## src/rtl/multi_player_controller.sv

```systemverilog
// Player movement and bomb placement controller for NUM_PLAYERS players on a
// 2^GW x 2^GW grid. Requests are captured for one cycle, then resolved against
// grid edges, walls and other players. Accepted bombs are published on a
// periodic commit strobe.
module multi_player_controller #(
  parameter int unsigned NUM_PLAYERS   = 2,
  parameter int unsigned GW            = 4,
  parameter int unsigned BW            = 3,
  parameter int unsigned STEP_INTERVAL = 0,
  parameter int unsigned COMMIT_PERIOD = 5
) (
  input  logic                        clk,
  input  logic                        rst,
  input  logic [NUM_PLAYERS-1:0]      in_valid_i,
  input  logic [3*NUM_PLAYERS-1:0]    dir_i,
  input  logic [NUM_PLAYERS-1:0]      bomb_req_i,
  input  logic [NUM_PLAYERS-1:0]      alive_i,
  input  logic [2**(2*GW)-1:0]        wall_i,
  input  logic [BW*NUM_PLAYERS-1:0]   bomb_num_i,
  input  logic [BW*NUM_PLAYERS-1:0]   bomb_max_i,
  output logic [GW*NUM_PLAYERS-1:0]   pos_x_o,
  output logic [GW*NUM_PLAYERS-1:0]   pos_y_o,
  output logic [2*GW*NUM_PLAYERS-1:0] coord_o,
  output logic [2*NUM_PLAYERS-1:0]    face_o,
  output logic [NUM_PLAYERS-1:0]      moved_o,
  output logic                        commit_o,
  output logic [NUM_PLAYERS-1:0]      set_bomb_o,
  output logic [2*GW*NUM_PLAYERS-1:0] bomb_coord_o
);
  localparam int unsigned N    = NUM_PLAYERS;
  localparam int unsigned CDW  = (STEP_INTERVAL > 0) ? $clog2(STEP_INTERVAL + 1) : 1;
  localparam int unsigned CNTW = $clog2(COMMIT_PERIOD);
  localparam logic [GW-1:0]   MAXC     = {GW{1'b1}};
  localparam logic [GW-1:0]   ONE      = GW'(1);
  localparam logic [CDW-1:0]  CD_LOAD  = CDW'(STEP_INTERVAL);
  localparam logic [CDW-1:0]  CD_ONE   = CDW'(1);
  localparam logic [CNTW-1:0] CNT_LAST = CNTW'(COMMIT_PERIOD - 1);
  localparam logic [CNTW-1:0] CNT_ONE  = CNTW'(1);

  logic [N-1:0]    r_cap_vld;
  logic [2:0]      r_cap_dir [N];
  logic [N-1:0]    r_cap_bomb;
  logic [GW-1:0]   r_px [N];
  logic [GW-1:0]   r_py [N];
  logic [1:0]      r_face [N];
  logic [CDW-1:0]  r_cd [N];
  logic [N-1:0]    r_moved;
  logic [N-1:0]    r_pend;
  logic [2*GW-1:0] r_bcell [N];
  logic [N-1:0]    r_set_bomb;
  logic [2*GW-1:0] r_bcoord [N];
  logic [CNTW-1:0] r_cnt;

  logic [N-1:0]    w_act;
  logic [N-1:0]    w_dir_ok;
  logic [N-1:0]    w_in_grid;
  logic [N-1:0]    w_acc;
  logic [N-1:0]    w_bomb_acc;
  logic [GW-1:0]   w_tx [N];
  logic [GW-1:0]   w_ty [N];
  logic            w_publish;

  assign w_publish = (r_cnt == CNT_LAST);
  assign commit_o  = w_publish;

  // Capture stage: one-cycle valid flag, payload held only on a new strobe
  always_ff @(posedge clk or negedge rst) begin
    if (!rst) begin
      r_cap_vld  <= '0;
      r_cap_bomb <= '0;
      for (int i = 0; i < N; i++) r_cap_dir[i] <= 3'd0;
    end else begin
      r_cap_vld <= in_valid_i;
      for (int i = 0; i < N; i++) begin
        if (in_valid_i[i]) begin
          r_cap_dir[i]  <= dir_i[3*i +: 3];
          r_cap_bomb[i] <= bomb_req_i[i];
        end
      end
    end
  end

  // Target cell per player; UP/LEFT decrement, DOWN/RIGHT increment, no wrap
  always_comb begin
    for (int i = 0; i < N; i++) begin
      w_act[i]     = r_cap_vld[i] & alive_i[i];
      w_tx[i]      = r_px[i];
      w_ty[i]      = r_py[i];
      w_dir_ok[i]  = 1'b0;
      w_in_grid[i] = 1'b0;
      case (r_cap_dir[i])
        3'd0: begin
          w_dir_ok[i] = 1'b1; w_in_grid[i] = (r_py[i] != '0);   w_ty[i] = r_py[i] - ONE;
        end
        3'd1: begin
          w_dir_ok[i] = 1'b1; w_in_grid[i] = (r_py[i] != MAXC); w_ty[i] = r_py[i] + ONE;
        end
        3'd2: begin
          w_dir_ok[i] = 1'b1; w_in_grid[i] = (r_px[i] != '0);   w_tx[i] = r_px[i] - ONE;
        end
        3'd3: begin
          w_dir_ok[i] = 1'b1; w_in_grid[i] = (r_px[i] != MAXC); w_tx[i] = r_px[i] + ONE;
        end
        default: ;
      endcase
    end
  end

  // Move and bomb acceptance; lower-index players win contested targets
  always_comb begin
    logic [N-1:0] acc;
    acc        = '0;
    w_bomb_acc = '0;
    for (int i = 0; i < N; i++) begin
      acc[i] = w_act[i] & w_dir_ok[i] & w_in_grid[i] & (r_cd[i] == '0) &
               ~wall_i[{w_ty[i], w_tx[i]}];
      for (int j = 0; j < N; j++) begin
        if (j != i && w_tx[i] == r_px[j] && w_ty[i] == r_py[j]) acc[i] = 1'b0;
        if (j < i && acc[j] && w_tx[i] == w_tx[j] && w_ty[i] == w_ty[j]) acc[i] = 1'b0;
      end
      w_bomb_acc[i] = w_act[i] & r_cap_bomb[i] & ~r_pend[i] &
                      (bomb_num_i[i*BW +: BW] < bomb_max_i[i*BW +: BW]);
    end
    w_acc = acc;
  end

  // Commit counter: free-running modulo COMMIT_PERIOD
  always_ff @(posedge clk or negedge rst) begin
    if (!rst) r_cnt <= '0;
    else if (w_publish) r_cnt <= '0;
    else r_cnt <= r_cnt + CNT_ONE;
  end

  // Player state: position, facing, cooldown, pending bomb and publish pulse
  always_ff @(posedge clk or negedge rst) begin
    if (!rst) begin
      r_moved    <= '0;
      r_pend     <= '0;
      r_set_bomb <= '0;
      for (int i = 0; i < N; i++) begin
        r_px[i]     <= (i == 1 || i == 2) ? MAXC : '0;
        r_py[i]     <= (i == 1 || i == 3) ? MAXC : '0;
        r_face[i]   <= 2'd0;
        r_cd[i]     <= '0;
        r_bcell[i]  <= '0;
        r_bcoord[i] <= '0;
      end
    end else begin
      for (int i = 0; i < N; i++) begin
        r_moved[i]    <= w_acc[i];
        r_set_bomb[i] <= 1'b0;
        if (w_act[i] && w_dir_ok[i]) r_face[i] <= r_cap_dir[i][1:0];
        if (w_acc[i]) begin
          r_px[i] <= w_tx[i];
          r_py[i] <= w_ty[i];
          r_cd[i] <= CD_LOAD;
        end else if (r_cd[i] != '0) begin
          r_cd[i] <= r_cd[i] - CD_ONE;
        end
        // A dead player's pending bomb is dropped; publish takes priority over a
        // new request, which is only possible when nothing is pending
        if (!alive_i[i]) begin
          r_pend[i] <= 1'b0;
        end else if (w_publish && r_pend[i]) begin
          r_set_bomb[i] <= 1'b1;
          r_bcoord[i]   <= r_bcell[i];
          r_pend[i]     <= 1'b0;
        end else if (w_bomb_acc[i]) begin
          r_pend[i]  <= 1'b1;
          r_bcell[i] <= {r_py[i], r_px[i]};
        end
      end
    end
  end

  // Output packing
  always_comb begin
    pos_x_o      = '0;
    pos_y_o      = '0;
    coord_o      = '0;
    face_o       = '0;
    bomb_coord_o = '0;
    for (int i = 0; i < N; i++) begin
      pos_x_o[i*GW +: GW]          = r_px[i];
      pos_y_o[i*GW +: GW]          = r_py[i];
      coord_o[i*2*GW +: 2*GW]      = {r_py[i], r_px[i]};
      face_o[i*2 +: 2]             = r_face[i];
      bomb_coord_o[i*2*GW +: 2*GW] = r_bcoord[i];
    end
  end

  assign moved_o    = r_moved;
  assign set_bomb_o = r_set_bomb;

endmodule

```

## config.mk

```make
export PLATFORM = sky130hd
export DESIGN_NAME = multi_player_controller
export DESIGN_NICKNAME = d
export VERILOG_FILES = /design/src/rtl/multi_player_controller.sv
export SDC_FILE = /design/constraint.sdc
export NUM_CORES = 1
export LEC_CHECK = 0
export CAP_MARGIN = 10
export CORE_MARGIN = 10
export CORE_UTILIZATION = 53
export DETAILED_ROUTE_END_ITERATION = 16
export PLACE_DENSITY = 0.9
export SYNTH_ARGS = -nofsm -noshare
export SYNTH_HDL_FRONTEND = slang
export SYNTH_SLANG_ARGS = --single-unit
```

## constraint.sdc

```tcl
create_clock -name clk -period 9.7 [get_ports clk]
set_input_delay 0.97 -clock clk [delete_from_list [all_inputs] [get_ports clk]]
set_output_delay 0.97 -clock clk [all_outputs]
set_load 0.02 [all_outputs]
```

==> results.sh, run 1 <==
export IMPL_outcome="finished clean"
export IMPL_total_power_mw=3.99
export IMPL_synth_top_area_cell="mux2i_1"
export IMPL_critPathKind="reg -> reg"
export IMPL_powerDensity_mw_per_mm2=276
export IMPL_cts_buffers=9
export IMPL_io_pins=339
export IMPL_path_clk_slew_ps=50
export IMPL_worst_hold_path_type="reg -> reg"
export IMPL_drtIter0Drc=1675
export IMPL_synthDistinctLibCells=74
export IMPL_fin_crit_ps=6410
export IMPL_holdBufCountCts=0
export IMPL_wl_um=43500
export IMPL_synthCells=1184
export IMPL_layout_commonest_cell="clkdlybuf4s50_1"
export IMPL_start_util_pct=53.6
export IMPL_synth_top_area_share_pct=21.2
export IMPL_port_buffers=338
export IMPL_viasPerCell=6.77
export IMPL_ant_nets=0
export IMPL_ys_async_sr_fraction_pct=100
export IMPL_clock_sinks=71
export IMPL_postCtsSetupRepairBufs=0
export IMPL_slew_headroom_pct=13.1
export IMPL_final_nets=1736
export IMPL_dr_pass1_iters=7
export IMPL_die_width_um=163
export IMPL_synth_edf_count=0
export IMPL_rows=52
export IMPL_crit_path_start_kind="flip-flop"
export IMPL_syn_area_sq_mm=0.0108
export IMPL_period_share_pct=66.0
export IMPL_wl_per_cell_um=25.4
export IMPL_synthTopCellsByArea="mux2i_1 (21%), dfrtp_1 (15%), mux4_2 (12%)"
export IMPL_track_usage_pct=31.1
export IMPL_hold_viol=0
export IMPL_coreArea_sq_mm=0.0202
export IMPL_syn_to_final_growth_pct=33.3
export IMPL_finalSetupViolCount=0
export IMPL_final_cell_mix="clkdlybuf4s50_1 (337), mux2i_1 (228), nand2_1 (97), a21oi_1 (64), dfrtp_1 (62)"
export IMPL_fin_setup_tns_ps=0
export IMPL_p_leak_nw=5.93
export IMPL_cts_buffer_depth=2
export IMPL_grt_pass1_vias=11800
export IMPL_die_y_um=163
export IMPL_p_comb_share_pct=77.6
export IMPL_worstPathArrival_ps=6650
export IMPL_grt_overflow_total=0
export IMPL_path_max_fanout=82
export IMPL_skew_ps=4.96
export IMPL_finalMaxSlewViolations=0
export IMPL_yosys_most_used_dff="dfrtp_1"
export IMPL_syn_nets=1484
export IMPL_switching_share_pct=49.9
export IMPL_antenna_found_initial=0
export IMPL_worst_pin_slew_ps=1290
export IMPL_htree_levels=3
export IMPL_dieArea_sq_mm=0.0265
export IMPL_hpwl_um=33200
export IMPL_required_ps=9950
export IMPL_grt_pass1_wl_um=66200
export IMPL_clock_latency_ps=330
export IMPL_drive_above_1_share_pct=12.6
export IMPL_yosysWarningCount=0
export IMPL_p_int_mw=1.99
export IMPL_max_cap_violations=0
export IMPL_timing_fmax_mhz=156
export IMPL_gp_congestion=0.971
export IMPL_switchingPower_mw=1.99
export IMPL_p_clk_share_pct=8.2
export IMPL_ys_ff_latch=71
export IMPL_utilization_pct=71.5
export IMPL_seqPwrFrac_pct=14.2
export IMPL_grt_setup_unrepaired="false"
export IMPL_drc=0
export IMPL_clockRootBuffer="clkbuf_16"
export IMPL_ys_seq_area_share_pct=16.5
export IMPL_vias=11600
export IMPL_peakVddDrop_mv=0.150
export IMPL_cts_resized_gates=0
export IMPL_cts_tree="done"
export IMPL_antennaDiodeCount=0
export IMPL_crit_path_end_kind="flip-flop"
export IMPL_syn_area_per_cell_sq_um=9.13
export IMPL_grt_max_degree=83
cell families (layout without fill, tap and decap cells):
group	after synthesis	after routing	share of synthesized area (%)
AO/OA/AOI/OAI	294	294	18.8
XOR/XNOR	45	45	3.84
adder cells (fa/ha/maj)	18	18	2.36
buffers and inverters	149	406	6.93
flip-flops	71	71	16.5
multiplexers	343	343	39.3
AND/OR/NAND/NOR	264	264	12.3
synthesized netlist by cell type, types with 9 or more instances:
cell       count
a31oi_1       11
mux2_2        50
nor4_1        11
buf_4         21
nand2_1       97
dfrtp_1       63
mux4_2        58
a2111oi_0     15
a311oi_1      10
nand2b_1      12
ha_1          14
o311ai_0      10
nor3_1        20
mux2i_1      229
buf_1         13
nor2_1        28
clkbuf_1      40
o21ai_0       32
a21oi_1       65
inv_1         28
buf_2         35
xnor2_1       38
a22oi_1       29
nor2b_1       36
a211oi_1      60
o22ai_1       14
buf_6          9
nand3_1       18
cell type report:
| class | count | area [sq um] |
|---|---|---|
| sequential | 71 | 1790 |
| clock inverter | 5 | 57.6 |
| fill | 1534 | 5750 |
| multi-input combinational | 964 | 8340 |
| timing repair buffer | 359 | 3540 |
| tap | 270 | 338 |
| inverter | 31 | 116 |
| clock buffer | 11 | 243 |
final timing paths:
check                      slack [ps]           to  cells after the start        from
max in group asynchronous        8240   coord_o[1]                      2         rst
min in group asynchronous         840  r_bcell[10]                      2         rst
setup / recovery                 3290  coord_o[14]                     13  coord_o[9]
hold / removal                    480   r_bcell[5]                      2  r_bcell[5]
setup reg to reg                 3290  coord_o[14]                     13  coord_o[9]
hold reg to reg                   480   r_bcell[5]                      2  r_bcell[5]
through the flow:
stage | hold slack [ps] | cells | setup slack [ps] | cell area, sq um
global placement | 446 | 1695 | 3540 | 14100
CTS | 483 | 1711 | 3360 | 14400
floorplan | 432 | 1184 | 4690 | 10800
finish | 482 | 1711 | 3290 | 14400
detailed placement | 466 | 1695 | 3370 | 14100
global route | 513 | 1711 | 3010 | 14400
power groups by stage:
stage	sequential (mW)	combinational [mW]	clock [mW]
floorplan	0.504	2.23	0
global placement	0.557	2.95	0
detailed placement	0.565	3.00	0
CTS	0.561	3.02	0.329
global route	0.580	3.27	0.342
finish	0.565	3.09	0.327
sequential cells by signal, summed over array words and instances, names as in the netlist:
name and cells:
face_o 4, r_cap_bomb 2, r_cap_vld 2, coord_o 16, r_pend 2, r_bcell 16
r_cap_dir 6, moved_o 2, set_bomb_o 2, bomb_coord_o 16, r_cnt 3
layer usage:
layer / vias up / routed length (um) / global-route usage, %
met1: 5456 / 15700 / 37.8
met2: 868 / 20900 / 51.7
met5: - / 0 / 0
met3: 179 / 4960 / 7.23
met4: 0 / 1890 / 13.2
li1: 5077 / - / -
worst max-delay path, cell delays in order (launching register included):
cell     delay, ps
dfstp_4       1280
inv_1          410
fa_4           900
buf_4          790
mux2i_1        320
nor2_1         580
a22oi_1        140
a21oi_1        190
nor3_1          80
o41ai_2        420
a21oi_1        120
or3_4          410
a21o_1         320
mux2_4         360
Note: power is estimated with default switching activity, not from simulation.
==> run 2: changes to the inputs <==
- CORE_UTILIZATION: 53 -> 49
- PLACE_DENSITY: 0.9 -> 0.84
- clock period: 9.7 -> 5.9 ns (I/O delays scaled with it)
==> run 2 against run 1 <==
Compared with the run above:
- design area up 1.4%
- via count increased by 0.52%
- total power is 69% higher
- final cell count up 1.9%
- die area rose by 7.1%
- fmax increased by 24%
- highest routed layer unchanged
==> results.sh, run 2 (same netlist as run 1, synthesis figures left out) <==
export IMPL_slew_headroom_pct=23.9
export IMPL_hpwl_um=34400
export IMPL_grt_overflow_total=0
export IMPL_clockRootBuffer="clkbuf_16"
export IMPL_htree_levels=3
export IMPL_ant_nets=0
export IMPL_track_usage_pct=29.4
export IMPL_gp_congestion=0.962
export IMPL_final_nets=1755
export IMPL_post_dp_cell_area_sq_mm=0.0143
export IMPL_coreArea_sq_mm=0.0218
export IMPL_dr_pass1_iters=5
export IMPL_peakVddDrop_mv=0.272
export IMPL_postCtsSetupRepairBufs=0
export IMPL_layout_commonest_cell="clkdlybuf4s50_1"
export IMPL_cts_buffer_depth=2
export IMPL_viasPerCell=6.68
export IMPL_max_cap_violations=0
export IMPL_timing_fmax_mhz=194
export IMPL_period_share_pct=87.3
export IMPL_finalSetupViolCount=0
export IMPL_cts_resized_gates=0
export IMPL_wl_per_cell_um=25.5
export IMPL_die_y_um=169
export IMPL_io_pins=339
export IMPL_worstPathArrival_ps=5420
export IMPL_clock_sinks=71
export IMPL_port_buffers=338
export IMPL_dieArea_sq_mm=0.0284
export IMPL_powerDensity_mw_per_mm2=460
export IMPL_drive_above_1_share_pct=13.8
export IMPL_start_util_pct=49.7
export IMPL_worst_pin_slew_ps=1140
export IMPL_drc=0
export IMPL_crit_path_start_kind="flip-flop"
export IMPL_syn_to_final_growth_pct=35.2
export IMPL_grt_pass1_vias=11800
export IMPL_die_width_um=169
export IMPL_fin_setup_tns_ps=0
export IMPL_worst_hold_path_type="reg -> reg"
export IMPL_critPathKind="reg -> reg"
export IMPL_wl_um=44400
export IMPL_grt_max_degree=78
export IMPL_holdBufCountCts=0
export IMPL_final_cell_mix="clkdlybuf4s50_1 (337), mux2i_1 (228), nand2_1 (97), a21oi_1 (64), dfrtp_1 (62)"
export IMPL_path_clk_slew_ps=60
export IMPL_crit_path_end_kind="flip-flop"
export IMPL_required_ps=6170
export IMPL_hold_viol=0
export IMPL_fin_crit_ps=5150
export IMPL_cts_buffers=9
export IMPL_finalMaxSlewViolations=0
export IMPL_skew_ps=5.66
export IMPL_drtIter0Drc=1296
export IMPL_cts_tree="done"
export IMPL_rows=54
export IMPL_outcome="finished clean"
export IMPL_p_leak_nw=6.04
export IMPL_grt_setup_unrepaired="false"
export IMPL_grt_pass1_wl_um=67700
export IMPL_vias=11600
export IMPL_final_cell_area_sq_mm=0.0146
export IMPL_antenna_found_initial=2
export IMPL_clock_latency_ps=340
export IMPL_path_max_fanout=18
-- run 2: through the flow --
stage	util (%)	setup slack [ps]	cells	total power [mW]	hold WS (ps)
after floorplan	-	891	1184	4.49	294
after global placement	65.6	993	1723	5.91	445
after detailed placement	65.6	920	1723	5.99	461
after CTS	67.1	908	1739	6.60	469
after global routing	67.2	579	1742	7.06	500
final	67.2	747	1743	6.72	464
-- run 2: final cells by class --
type | instances | area [sq um]
inverters | 31 | 116
clock inverters | 7 | 105
clock buffers | 9 | 225
repair buffers | 378 | 3690
well taps | 280 | 350
multi-input cells | 964 | 8340
flip-flops and latches | 71 | 1790
fillers | 1740 | 7130
diodes | 3 | 7.51
-- run 2: layer usage --
metal  vias to the layer above  global-route usage, %  part of all wire [%]
met5                         -                      0                     0
met4                         0                   12.7                   4.1
met3                       144                   8.27                    11
met2                       822                   47.9                    47
met1                      5560                   35.5                    38
li1                       5114                      -                     -
-- run 2: worst paths after layout --
path | from | to | slack (ps) | cells after the start
setup / recovery | coord_o[9] | coord_o[11] | 750 | 13
hold / removal | r_cnt[0] | r_cnt[0] | 460 | 1
setup reg to reg | coord_o[9] | coord_o[11] | 750 | 13
hold reg to reg | r_cnt[0] | r_cnt[0] | 460 | 1
max in group asynchronous | rst | coord_o[1] | 4770 | 2
min in group asynchronous | rst | bomb_coord_o[0] | 470 | 2
-- run 2: report_power, final --
part           leakage, nW  switching [mW]  internal [mW]
registers            0.895           0.159          0.633
logic                 4.99            2.94           2.39
clock network        0.158           0.223          0.376
-- run 2: critical path, cell delays in order, from the launching register on --
cell and delay [ps]:
dfstp_4 660, inv_1 160, fa_4 510, xnor2_1 190
mux2i_4 670, buf_4 360, a211oi_1 80, o311ai_0 690
a21oi_1 220, o31ai_1 350, a21oi_1 130, or3_4 420
a21o_1 310, mux2_4 340
